**src/rtl/mem_arbiter_pkg.sv**
```systemverilog
// ============================================================================
// Module      : cpu_types_pkg
// Description : Shared word and arbiter-state types for the memory arbiter.
// Revision    : 1.0 - initial release
// ============================================================================
`default_nettype none

package cpu_types_pkg;

    typedef logic [31:0] word_t;

    typedef enum logic [1:0] {
        IDLE = 2'd0,
        IACC = 2'd1,
        DACC = 2'd2
    } arb_state_t;

    localparam int c_STREAK_W = 4;
    localparam int c_WDOG_W   = 8;

endpackage : cpu_types_pkg

`default_nettype wire

```
**src/rtl/mem_arbiter_if.sv**
```systemverilog
// ============================================================================
// Module      : mem_arbiter_if
// Description : Cache-side request/response and RAM-side bus of the arbiter.
// Revision    : 1.0 - initial release
// ============================================================================
`default_nettype none

interface mem_arbiter_if;
    import cpu_types_pkg::*;

    logic  iREN;
    word_t iaddr;
    word_t iload;
    logic  ihit;
    logic  dREN;
    logic  dWEN;
    word_t daddr;
    word_t dstore;
    word_t dload;
    logic  dhit;
    logic  ramREN;
    logic  ramWEN;
    word_t ramaddr;
    word_t ramstore;
    word_t ramload;
    logic  ramrdy;
    logic  err;

    // Arbiter view
    modport slave (
        input  iREN, iaddr, dREN, dWEN, daddr, dstore, ramload, ramrdy,
        output iload, ihit, dload, dhit, ramREN, ramWEN, ramaddr, ramstore, err
    );

    // Environment view: datapath requesters plus RAM controller
    modport master (
        output iREN, iaddr, dREN, dWEN, daddr, dstore, ramload, ramrdy,
        input  iload, ihit, dload, dhit, ramREN, ramWEN, ramaddr, ramstore, err
    );

endinterface : mem_arbiter_if

`default_nettype wire

```
**src/rtl/mem_arbiter_watchdog.sv**
```systemverilog
// ============================================================================
// Module      : arb_watchdog
// Description : Counts cycles while active; pulses expire on the TIMEOUT-th.
// Revision    : 1.0 - initial release
// ============================================================================
`default_nettype none

module arb_watchdog
    import cpu_types_pkg::*;
#(
    parameter int TIMEOUT = 255
) (
    input  wire logic clk,
    input  wire logic rst,
    input  wire logic active,
    output logic      expire
);

    logic [c_WDOG_W-1:0] r_count;

    always_ff @(posedge clk) begin
        if (rst || !active) begin
            r_count <= '0;
        end else if (r_count != {c_WDOG_W{1'b1}}) begin
            r_count <= r_count + 1'b1;
        end
    end

    // Fires during the TIMEOUT-th active cycle, i.e. as the count reaches TIMEOUT
    assign expire = active && (r_count == c_WDOG_W'(TIMEOUT - 1));

endmodule : arb_watchdog

`default_nettype wire

```
**src/rtl/mem_arbiter.sv**
```systemverilog
// ============================================================================
// Module      : mem_arbiter
// Description : Data-priority arbiter of fetch/data streams onto one RAM port.
//               Define MEM_ARB_FAIR_EN to build the fetch-starvation guard.
// Revision    : 1.0 - initial release
// ============================================================================
`default_nettype none

module mem_arbiter
    import cpu_types_pkg::*;
#(
    parameter int MAX_DSTREAK = 4,
    parameter int TIMEOUT     = 255
) (
    input  wire logic      CLK,
    input  wire logic      RST,
    mem_arbiter_if.slave   bus
);

    if (MAX_DSTREAK < 1 || MAX_DSTREAK > 15) begin : g_bad_streak
        $error("mem_arbiter: MAX_DSTREAK out of range 1..15");
    end
    if (TIMEOUT < 1 || TIMEOUT > 255) begin : g_bad_timeout
        $error("mem_arbiter: TIMEOUT out of range 1..255");
    end

    arb_state_t r_state;
    logic       r_write;
    word_t      r_addr;
    word_t      r_store;
    word_t      r_iload;
    word_t      r_dload;
    logic       r_ram_ren;
    logic       r_ram_wen;
    logic       r_ihit;
    logic       r_dhit;
    logic       r_err;
    logic       w_dreq;
    logic       w_trip;
    logic       w_active;
    logic       w_expire;

    assign w_dreq   = bus.dREN || bus.dWEN;
    assign w_active = (r_state != IDLE);

    arb_watchdog #(
        .TIMEOUT (TIMEOUT)
    ) u_watchdog (
        .clk    (CLK),
        .rst    (RST),
        .active (w_active),
        .expire (w_expire)
    );

`ifdef MEM_ARB_FAIR_EN
    logic [c_STREAK_W-1:0] r_streak;

    assign w_trip = bus.iREN && (r_streak == c_STREAK_W'(MAX_DSTREAK));

    // Streak only moves on IDLE grants: bumped by data grants that pass over a fetch
    always_ff @(posedge CLK) begin
        if (RST) begin
            r_streak <= '0;
        end else if (r_state == IDLE) begin
            if (w_dreq && !w_trip) begin
                r_streak <= bus.iREN ? r_streak + 1'b1 : '0;
            end else if (bus.iREN) begin
                r_streak <= '0;
            end
        end
    end
`else
    assign w_trip = 1'b0;
`endif

    always_ff @(posedge CLK) begin
        if (RST) begin
            r_state   <= IDLE;
            r_write   <= 1'b0;
            r_addr    <= '0;
            r_store   <= '0;
            r_iload   <= '0;
            r_dload   <= '0;
            r_ram_ren <= 1'b0;
            r_ram_wen <= 1'b0;
            r_ihit    <= 1'b0;
            r_dhit    <= 1'b0;
            r_err     <= 1'b0;
        end else begin
            r_ihit <= 1'b0;
            r_dhit <= 1'b0;
            case (r_state)
                IDLE: begin
                    if (w_dreq && !w_trip) begin
                        r_state   <= DACC;
                        r_addr    <= bus.daddr;
                        r_store   <= bus.dstore;
                        r_write   <= bus.dWEN;
                        r_ram_wen <= bus.dWEN;
                        r_ram_ren <= !bus.dWEN;
                    end else if (bus.iREN) begin
                        r_state   <= IACC;
                        r_addr    <= bus.iaddr;
                        r_ram_ren <= 1'b1;
                    end
                end
                IACC, DACC: begin
                    // A completion in the watchdog's final cycle still counts
                    if (bus.ramrdy) begin
                        if (r_state == IACC) begin
                            r_iload <= bus.ramload;
                            r_ihit  <= 1'b1;
                        end else begin
                            if (!r_write) begin
                                r_dload <= bus.ramload;
                            end
                            r_dhit <= 1'b1;
                        end
                        r_state   <= IDLE;
                        r_ram_ren <= 1'b0;
                        r_ram_wen <= 1'b0;
                    end else if (w_expire) begin
                        r_err     <= 1'b1;
                        r_state   <= IDLE;
                        r_ram_ren <= 1'b0;
                        r_ram_wen <= 1'b0;
                    end
                end
                default: begin
                    r_state   <= IDLE;
                    r_ram_ren <= 1'b0;
                    r_ram_wen <= 1'b0;
                end
            endcase
        end
    end

    assign bus.iload    = r_iload;
    assign bus.ihit     = r_ihit;
    assign bus.dload    = r_dload;
    assign bus.dhit     = r_dhit;
    assign bus.ramREN   = r_ram_ren;
    assign bus.ramWEN   = r_ram_wen;
    assign bus.ramaddr  = r_addr;
    assign bus.ramstore = r_store;
    assign bus.err      = r_err;

endmodule : mem_arbiter

`default_nettype wire
```
**src/flat_wrapper.sv**
```systemverilog
// flat-port wrapper written by rule: the top's interface ports become plain ports
module mem_arbiter_flat import cpu_types_pkg::*;
#(
    parameter int MAX_DSTREAK = 4,
    parameter int TIMEOUT     = 255
)
  (CLK, RST, bus_iREN, bus_iaddr, bus_dREN, bus_dWEN, bus_daddr, bus_dstore, bus_ramload, bus_ramrdy, bus_iload, bus_ihit, bus_dload, bus_dhit, bus_ramREN, bus_ramWEN, bus_ramaddr, bus_ramstore, bus_err);
  mem_arbiter_if bus_i ();
  input  wire logic CLK;
  input  wire logic RST;
  input wire logic [$bits(bus_i.iREN)-1:0] bus_iREN;
  input wire logic [$bits(bus_i.iaddr)-1:0] bus_iaddr;
  input wire logic [$bits(bus_i.dREN)-1:0] bus_dREN;
  input wire logic [$bits(bus_i.dWEN)-1:0] bus_dWEN;
  input wire logic [$bits(bus_i.daddr)-1:0] bus_daddr;
  input wire logic [$bits(bus_i.dstore)-1:0] bus_dstore;
  input wire logic [$bits(bus_i.ramload)-1:0] bus_ramload;
  input wire logic [$bits(bus_i.ramrdy)-1:0] bus_ramrdy;
  output wire logic [$bits(bus_i.iload)-1:0] bus_iload;
  output wire logic [$bits(bus_i.ihit)-1:0] bus_ihit;
  output wire logic [$bits(bus_i.dload)-1:0] bus_dload;
  output wire logic [$bits(bus_i.dhit)-1:0] bus_dhit;
  output wire logic [$bits(bus_i.ramREN)-1:0] bus_ramREN;
  output wire logic [$bits(bus_i.ramWEN)-1:0] bus_ramWEN;
  output wire logic [$bits(bus_i.ramaddr)-1:0] bus_ramaddr;
  output wire logic [$bits(bus_i.ramstore)-1:0] bus_ramstore;
  output wire logic [$bits(bus_i.err)-1:0] bus_err;
  assign bus_i.iREN = bus_iREN;
  assign bus_i.iaddr = bus_iaddr;
  assign bus_i.dREN = bus_dREN;
  assign bus_i.dWEN = bus_dWEN;
  assign bus_i.daddr = bus_daddr;
  assign bus_i.dstore = bus_dstore;
  assign bus_i.ramload = bus_ramload;
  assign bus_i.ramrdy = bus_ramrdy;
  assign bus_iload = bus_i.iload;
  assign bus_ihit = bus_i.ihit;
  assign bus_dload = bus_i.dload;
  assign bus_dhit = bus_i.dhit;
  assign bus_ramREN = bus_i.ramREN;
  assign bus_ramWEN = bus_i.ramWEN;
  assign bus_ramaddr = bus_i.ramaddr;
  assign bus_ramstore = bus_i.ramstore;
  assign bus_err = bus_i.err;
  mem_arbiter #(.MAX_DSTREAK(MAX_DSTREAK), .TIMEOUT(TIMEOUT)) u_core (.CLK(CLK), .RST(RST), .bus(bus_i));
endmodule
```
**config.mk**
```make
export PLATFORM = sky130hd
export DESIGN_NAME = mem_arbiter_flat
export DESIGN_NICKNAME = d
export VERILOG_FILES = /design/src/rtl/mem_arbiter_pkg.sv /design/src/rtl/mem_arbiter_if.sv /design/src/rtl/mem_arbiter_watchdog.sv /design/src/rtl/mem_arbiter.sv /design/src/flat_wrapper.sv
export SDC_FILE = /design/constraint.sdc
export NUM_CORES = 1
export LEC_CHECK = 0
export CORE_ASPECT_RATIO = 1.5
export CORE_UTILIZATION = 37
export CTS_CLUSTER_SIZE = 16
export DETAILED_ROUTE_END_ITERATION = 10
export PLACE_DENSITY_LB_ADDON = 0.15
export REMOVE_ABC_BUFFERS = 1
export SLEW_MARGIN = 5
export SYNTH_ARGS = -nofsm -noshare
export SYNTH_HDL_FRONTEND = slang
export SYNTH_SLANG_ARGS = --single-unit
```
**constraint.sdc**
```tcl
create_clock -name CLK -period 1.48 [get_ports CLK]
set_input_delay 0.444 -clock CLK [delete_from_list [all_inputs] [get_ports CLK]]
set_output_delay 0.444 -clock CLK [all_outputs]
set_load 0.005 [all_outputs]
```
; ---- Yosys cells after proc, flatten, opt, wreduce, memory -nomap -nowiden
; Index checks and enable logic that the tools add are counted.
[totals]
ff_bits = 144
latchBits = 0
mem_bits_rw = 0
rom_bits = 0
input_bits = 134
wordCells = 57
n_memories = 0
[classes]
n_addsub = 1
multipliers = 0
n_div = 0
order_cmp = 0
eq_ne = 7
shift = 0
mux = 16
n_bitwise = 4
n_reduce_logical = 17
[op_table]
columns = operator, n
row1 = $mux W32, 2
row2 = $add A8 B1 Y8 const B, 1
row3 = $eq A8 B8 Y1 const B, 1
row4 = $mux W2, 4
row5 = $ne A8 B8 Y1 const B, 1
row6 = $reduce_and A2 Y1, 4
row7 = $mux W1, 7
row8 = $reduce_and A3 Y1, 2
row9 = $not A1 Y1, 4
row10 = $pmux W1 S2, 2
row11 = $pmux W2 S2, 1
row12 = $reduce_and A4 Y1, 1
row13 = $reduce_bool A2 Y1, 2
row14 = $ne A3 B2 Y1 const B, 1
row15 = $ne A3 B3 Y1 const B, 1
row16 = $reduce_or A3 Y1, 1
row17 = $eq A2 B1 Y1 const B, 1
row18 = $eq A2 B2 Y1 const B, 1
row19 = $logic_not A1 Y1, 2
row20 = $logic_not A2 Y1, 1
row21 = $logic_or A1 B1 Y1, 2
row22 = $ne A2 B1 Y1 const B, 1
row23 = $reduce_or A2 Y1, 1
row24 = $logic_and A1 B1 Y1, 1

; ---- Depth between registers and ports, before layout
[logic_depth]
depth_word = 5
mapped_depth = 8
ltp_nobuf = 6

; ---- Hierarchy
; Synthesis repeated with hierarchy kept, for this count alone.
[hier_totals]
hier_cells = 693
area_unflattened_um2 = 5596.6
[by_module_without_submodules]
columns = mod, n_inst, cells_per_inst, area_each_um2, seq_area_each_um2
row1 = mem_arbiter, 1, 647, 5192.5, 2722.6
row2 = arb_watchdog, 1, 46, 404.1, 160.2

; ---- Least setup slack after synthesis
; OpenSTA, ideal clock, no wires.
[synth_path]
path_type = flip-flop to flip-flop
from = reg u_core.r_state[1]
to = reg u_core.r_dload[1] (netlist: u_core.bus.dload[1])
arrival_time_ps = 1477
t_required_ps = 1348
setup_slack_ps = -130
stages_incl_launch_ff = 9
n_path_buf = 2
synth_period_minus_slack_ps = 1610
path_cell_list = dfxtp_1 inv_1 ha_1 nand2_1 or3_1 clkbuf_1 buf_2 nand2_1 a21oi_1
[synth_between]
elab_chain_cells = 3
elab_cells_between_ends = 5
[synth_lines]
columns = element, line_no
row1 = from (decl), mem_arbiter.sv:27  ; arb_state_t r_state;
row2 = from (signal assigned), mem_arbiter.sv:78  ; r_state <= IDLE;
row3 = from (signal assigned), mem_arbiter.sv:95  ; r_state <= DACC;
row4 = from (signal assigned), mem_arbiter.sv:102  ; r_state <= IACC;
row5 = $eq A2 B2 Y1 or $eq A2 B1 Y1 (tied branches), "mem_arbiter.sv:92, mem_arbiter.sv:110"
row6 = $reduce_or A2 Y1 or $not A1 Y1 (tied branches), -
row7 = $reduce_and A4 Y1 (no line) *, -
row8 = to (signal assigned), mem_arbiter.sv:115  ; r_dload <= bus.ramload;
row9 = to (decl), mem_arbiter.sv:32  ; word_t r_dload;
; Every way passes the cells marked *; elsewhere a longest branch is shown, timed or not.
; A chain may end at the register's enable or synchronous reset.

; ---- Worst setup path after layout
[layout_path]
from = reg u_core.r_state[1]
to = reg u_core.r_dload[18] (netlist: u_core.bus.dload[18])
; The elaborated chain is that of the path after synthesis.

==> impl_metrics.yaml <==
placement:
  hpwl_mm: 13.1
  place_congestion: 0.796
  placed_cell_area_um2: 8750
  io_buffers: 266
yosys:
  synth_common_cells: "230 x nand2_1, 144 x dfxtp_1, 105 x a21oi_1"
  yosys.cell_types.count: 39
  syn_avg_cell_area_um2: 8.17
  synth_most_common_cell: "nand2_1"
  ys_warn_count: 0
  synth_top_cell_by_area: "dfxtp_1"
  ys_ff_latch: 144
  ys.flop_type: "dfxtp_1"
  synth_top_area_share: 0.512
  synthTopCellsByArea: "dfxtp_1 51%, nand2_1 15%, a21oi_1 9.3%"
  ys_async_sr_fraction: 0
  synth_edf_count: 0
  ys_seq_area_frac: 0.512
  syn-cell-area_um2: 5630
  synth_cells: 689
sta:
  hold_viol_final: 0
  fin_skew_ps: 11.7
  rsz0062_at_grt: "true"
  setup_viol: 58
  slew_headroom: 0.758
  hold_ws_ps: 319
  worst_pin_slew_ps: 363
  max_freq_mhz: 630
  setup_slack_ps: -108
  finalCritPeriodShare: 1.07
  min_period_ps: 1590
  final_max_slew_viol_count: 0
power:
  power_frac_clock: 0.368
  p_total_mw: 11.4
  powerDensity_nw_per_um2: 1140
  pwr-share-seq: 0.387
  p_sw_frac: 0.286
  p_int_mw: 8.12
  power.leakage_nw: 4.09
  netSwitchingPower_mw: 3.25
  peakVddDrop_mv: 0.791
  pwr-share-comb: 0.245
floorplan:
  initial_core_util: 0.382
  io_pins: 267
  dieArea_um2: 15700
  die_h_um: 153
  core_area_um2: 14700
  die_w_um: 103
  num_rows: 54
outcome:
  status: "complete, but fails checks"
  violations: "negative setup slack"
detailed_routing:
  wire_per_inst_um: 17.2
  ant_nets: 0
  vias_per_cell: 5.05
  vias: 6002
  routed_wl_mm: 20.5
  first_pass_iters: 5
  drc: 0
  first_iter_violations: 175
worst_setup_path:
  cp-endpoint: "u_core.bus.dload[18]"
  crit_fanout: 8
  cp.arrival_ps: 1870
  reg2reg_depth: 7
  reg2reg_from: "u_core.r_state[1]"
  crit_chain: "inv_2, ha_4, nand2_4, or3_4, clkbuf_16, nand2_1, a21oi_2"
  critical_path_class: "reg2reg"
  cp-startpoint: "u_core.r_state[1]"
  crit_path_start_kind: "flip-flop"
  cp-end-kind: "flip-flop"
  cp_slowest_cell: "or3_4"
  reg2reg_slack_ps: -110
  worstReg2RegEnd: "u_core.bus.dload[18]"
  required_ps: 1760
  slowest_delay_ps: 400
cells_and_area:
  design_area_um2: 9950
  areaGrowthSynthToFinish_pct: 76.7
  drive_above_1_share: 0.222
  register_area_um2: 2910
  nNetsFinal: 1118
  diodes: 0
  nFillCells: 1290
  multi_input_area_um2: 2760
global_route:
  grt_pass1_wl_mm: 29.8
  grt_max_degree: 59
  grt_overflow: 0
  track_usage: 0.246
  antenna_found_initial: 0
  grt_pass1_vias: 5957
clock_network:
  cts_tree: "done"
  clk_latency_ps: 410
  clock-root-buffer: "clkbuf_16"
  clockBufferDepth: 2
  numCtsBuffers: 17
  htreeDepth: 4
  clock_sinks: 144
  hold_buffers: 0
  cts.clk_slew.worst_paths_ps: 70
worst_hold_path:
  whs_path_depth: 2
  worstHoldPathType: "in2reg"
job:
  cap_violations: 0
## flip-flops by register name, summed over array words and instances (netlist names)
name                       flops
u_core.bus.iload              32
u_core.bus.err                 1
u_core.bus.ramREN              1
u_core.bus.dhit                1
u_core.bus.ramstore           32
u_core.bus.ihit                1
u_core.bus.ramWEN              1
u_core.bus.ramaddr            32
u_core.bus.dload              32
u_core.r_write                 1
u_core.u_watchdog.r_count      8
u_core.r_state                 2
## timing repair
action / 4_1_cts / 5_1_grt
cloned: 5 / 9
setup buffers: 7 / 3
setup endpoints to repair: 243 / 133
gates resized for setup: 178 / 130
pin swaps: 2 / 24
## power groups by stage
stage | clock network, mW | logic (mW) | registers (mW)
2_1_floorplan | 0 | 0.804 | 4.47
3_3_place_gp | 0 | 2.36 | 4.45
3_5_place_dp | 0 | 2.40 | 4.46
4_1_cts | 4.26 | 2.54 | 4.38
5_1_grt | 4.49 | 2.98 | 4.43
6_report | 4.19 | 2.78 | 4.40
## logic make-up (layout without fill, tap and decap cells)
group / count (synthesis) / count (layout) / synth area share
xor+xnor: 5 / 5 / 0.00778
compound gates: 180 / 180 / 0.209
buf+inv: 62 / 366 / 0.0513
flops: 144 / 144 / 0.512
fa+ha+maj: 4 / 4 / 0.00889
simple gates: 294 / 294 / 0.210
## per-stage QoR
stage	std cells	setup TNS (ps)	setup WS [ps]	utilization
2_1_floorplan	632	-88010	-1360	-
3_3_place_gp	1135	-48930	-460	0.594
3_5_place_dp	1135	-52940	-486	0.594
4_1_cts	1179	-820	-49.9	0.644
5_1_grt	1189	-7130	-172	0.675
6_report	1189	-2810	-108	0.675
## how the worst min path moves through the flow
stage	startpoint	endpoint
after floorplan	u_core.r_state[1]	u_core.r_state[1]
after global placement	u_core.bus.iload[23]	u_core.bus.iload[23]
after detailed placement	u_core.bus.ramstore[8]	u_core.bus.ramstore[8]
after CTS	RST	u_core.bus.iload[27]
after global routing	RST	u_core.bus.dload[27]
final	RST	u_core.bus.dload[27]
## placed cells by master, fill, tap and decap left out, types with 4 or more instances in the layout
| cell | Yosys | final |
|---|---|---|
| clkdlybuf4s50_1 | 0 | 130 |
| nand2_2 | 0 | 15 |
| a311oi_2 | 22 | 23 |
| a21oi_1 | 105 | 76 |
| buf_4 | 5 | 28 |
| buf_12 | 0 | 13 |
| nand2_4 | 0 | 9 |
| nand2_1 | 230 | 206 |
| dfxtp_1 | 144 | 121 |
| clkbuf_16 | 0 | 24 |
| inv_6 | 0 | 4 |
| nor3_1 | 4 | 4 |
| buf_16 | 0 | 5 |
| nand3_1 | 4 | 4 |
| dfxtp_2 | 0 | 23 |
| clkbuf_2 | 0 | 8 |
| o21ai_0 | 35 | 34 |
| a311oi_1 | 10 | 9 |
| buf_6 | 1 | 8 |
| clkdlybuf4s15_1 | 0 | 38 |
| dlygate4sd2_1 | 0 | 89 |
| a21oi_2 | 0 | 29 |
| nor2_1 | 37 | 37 |
## cell type report
class	instances	share of cell area
Clock inverter	15	0.0153
Timing Repair Buffer	329	0.345
Clock buffer	17	0.0428
Multi-Input combinational cell	483	0.277
Sequential cell	144	0.293
Inverter	5	0.00189
Tap cell	196	0.0247
## routing by layer
metal	global-route usage	routed length, µm	vias to the layer above
met3	0.0782	1600	32
li1	-	-	2900
met4	0.102	537	0
met1	0.244	7040	2833
met2	0.457	11300	237
met5	0	0	-
## worst max-delay path: cells and delay by family, from the launching register on
family	cells	cell delay [ps]
simple gates	3	540
flops	1	330
compound gates	1	60
fa+ha+maj	1	280
buf+inv	2	250
Note: power is estimated with default switching activity, not from simulation.
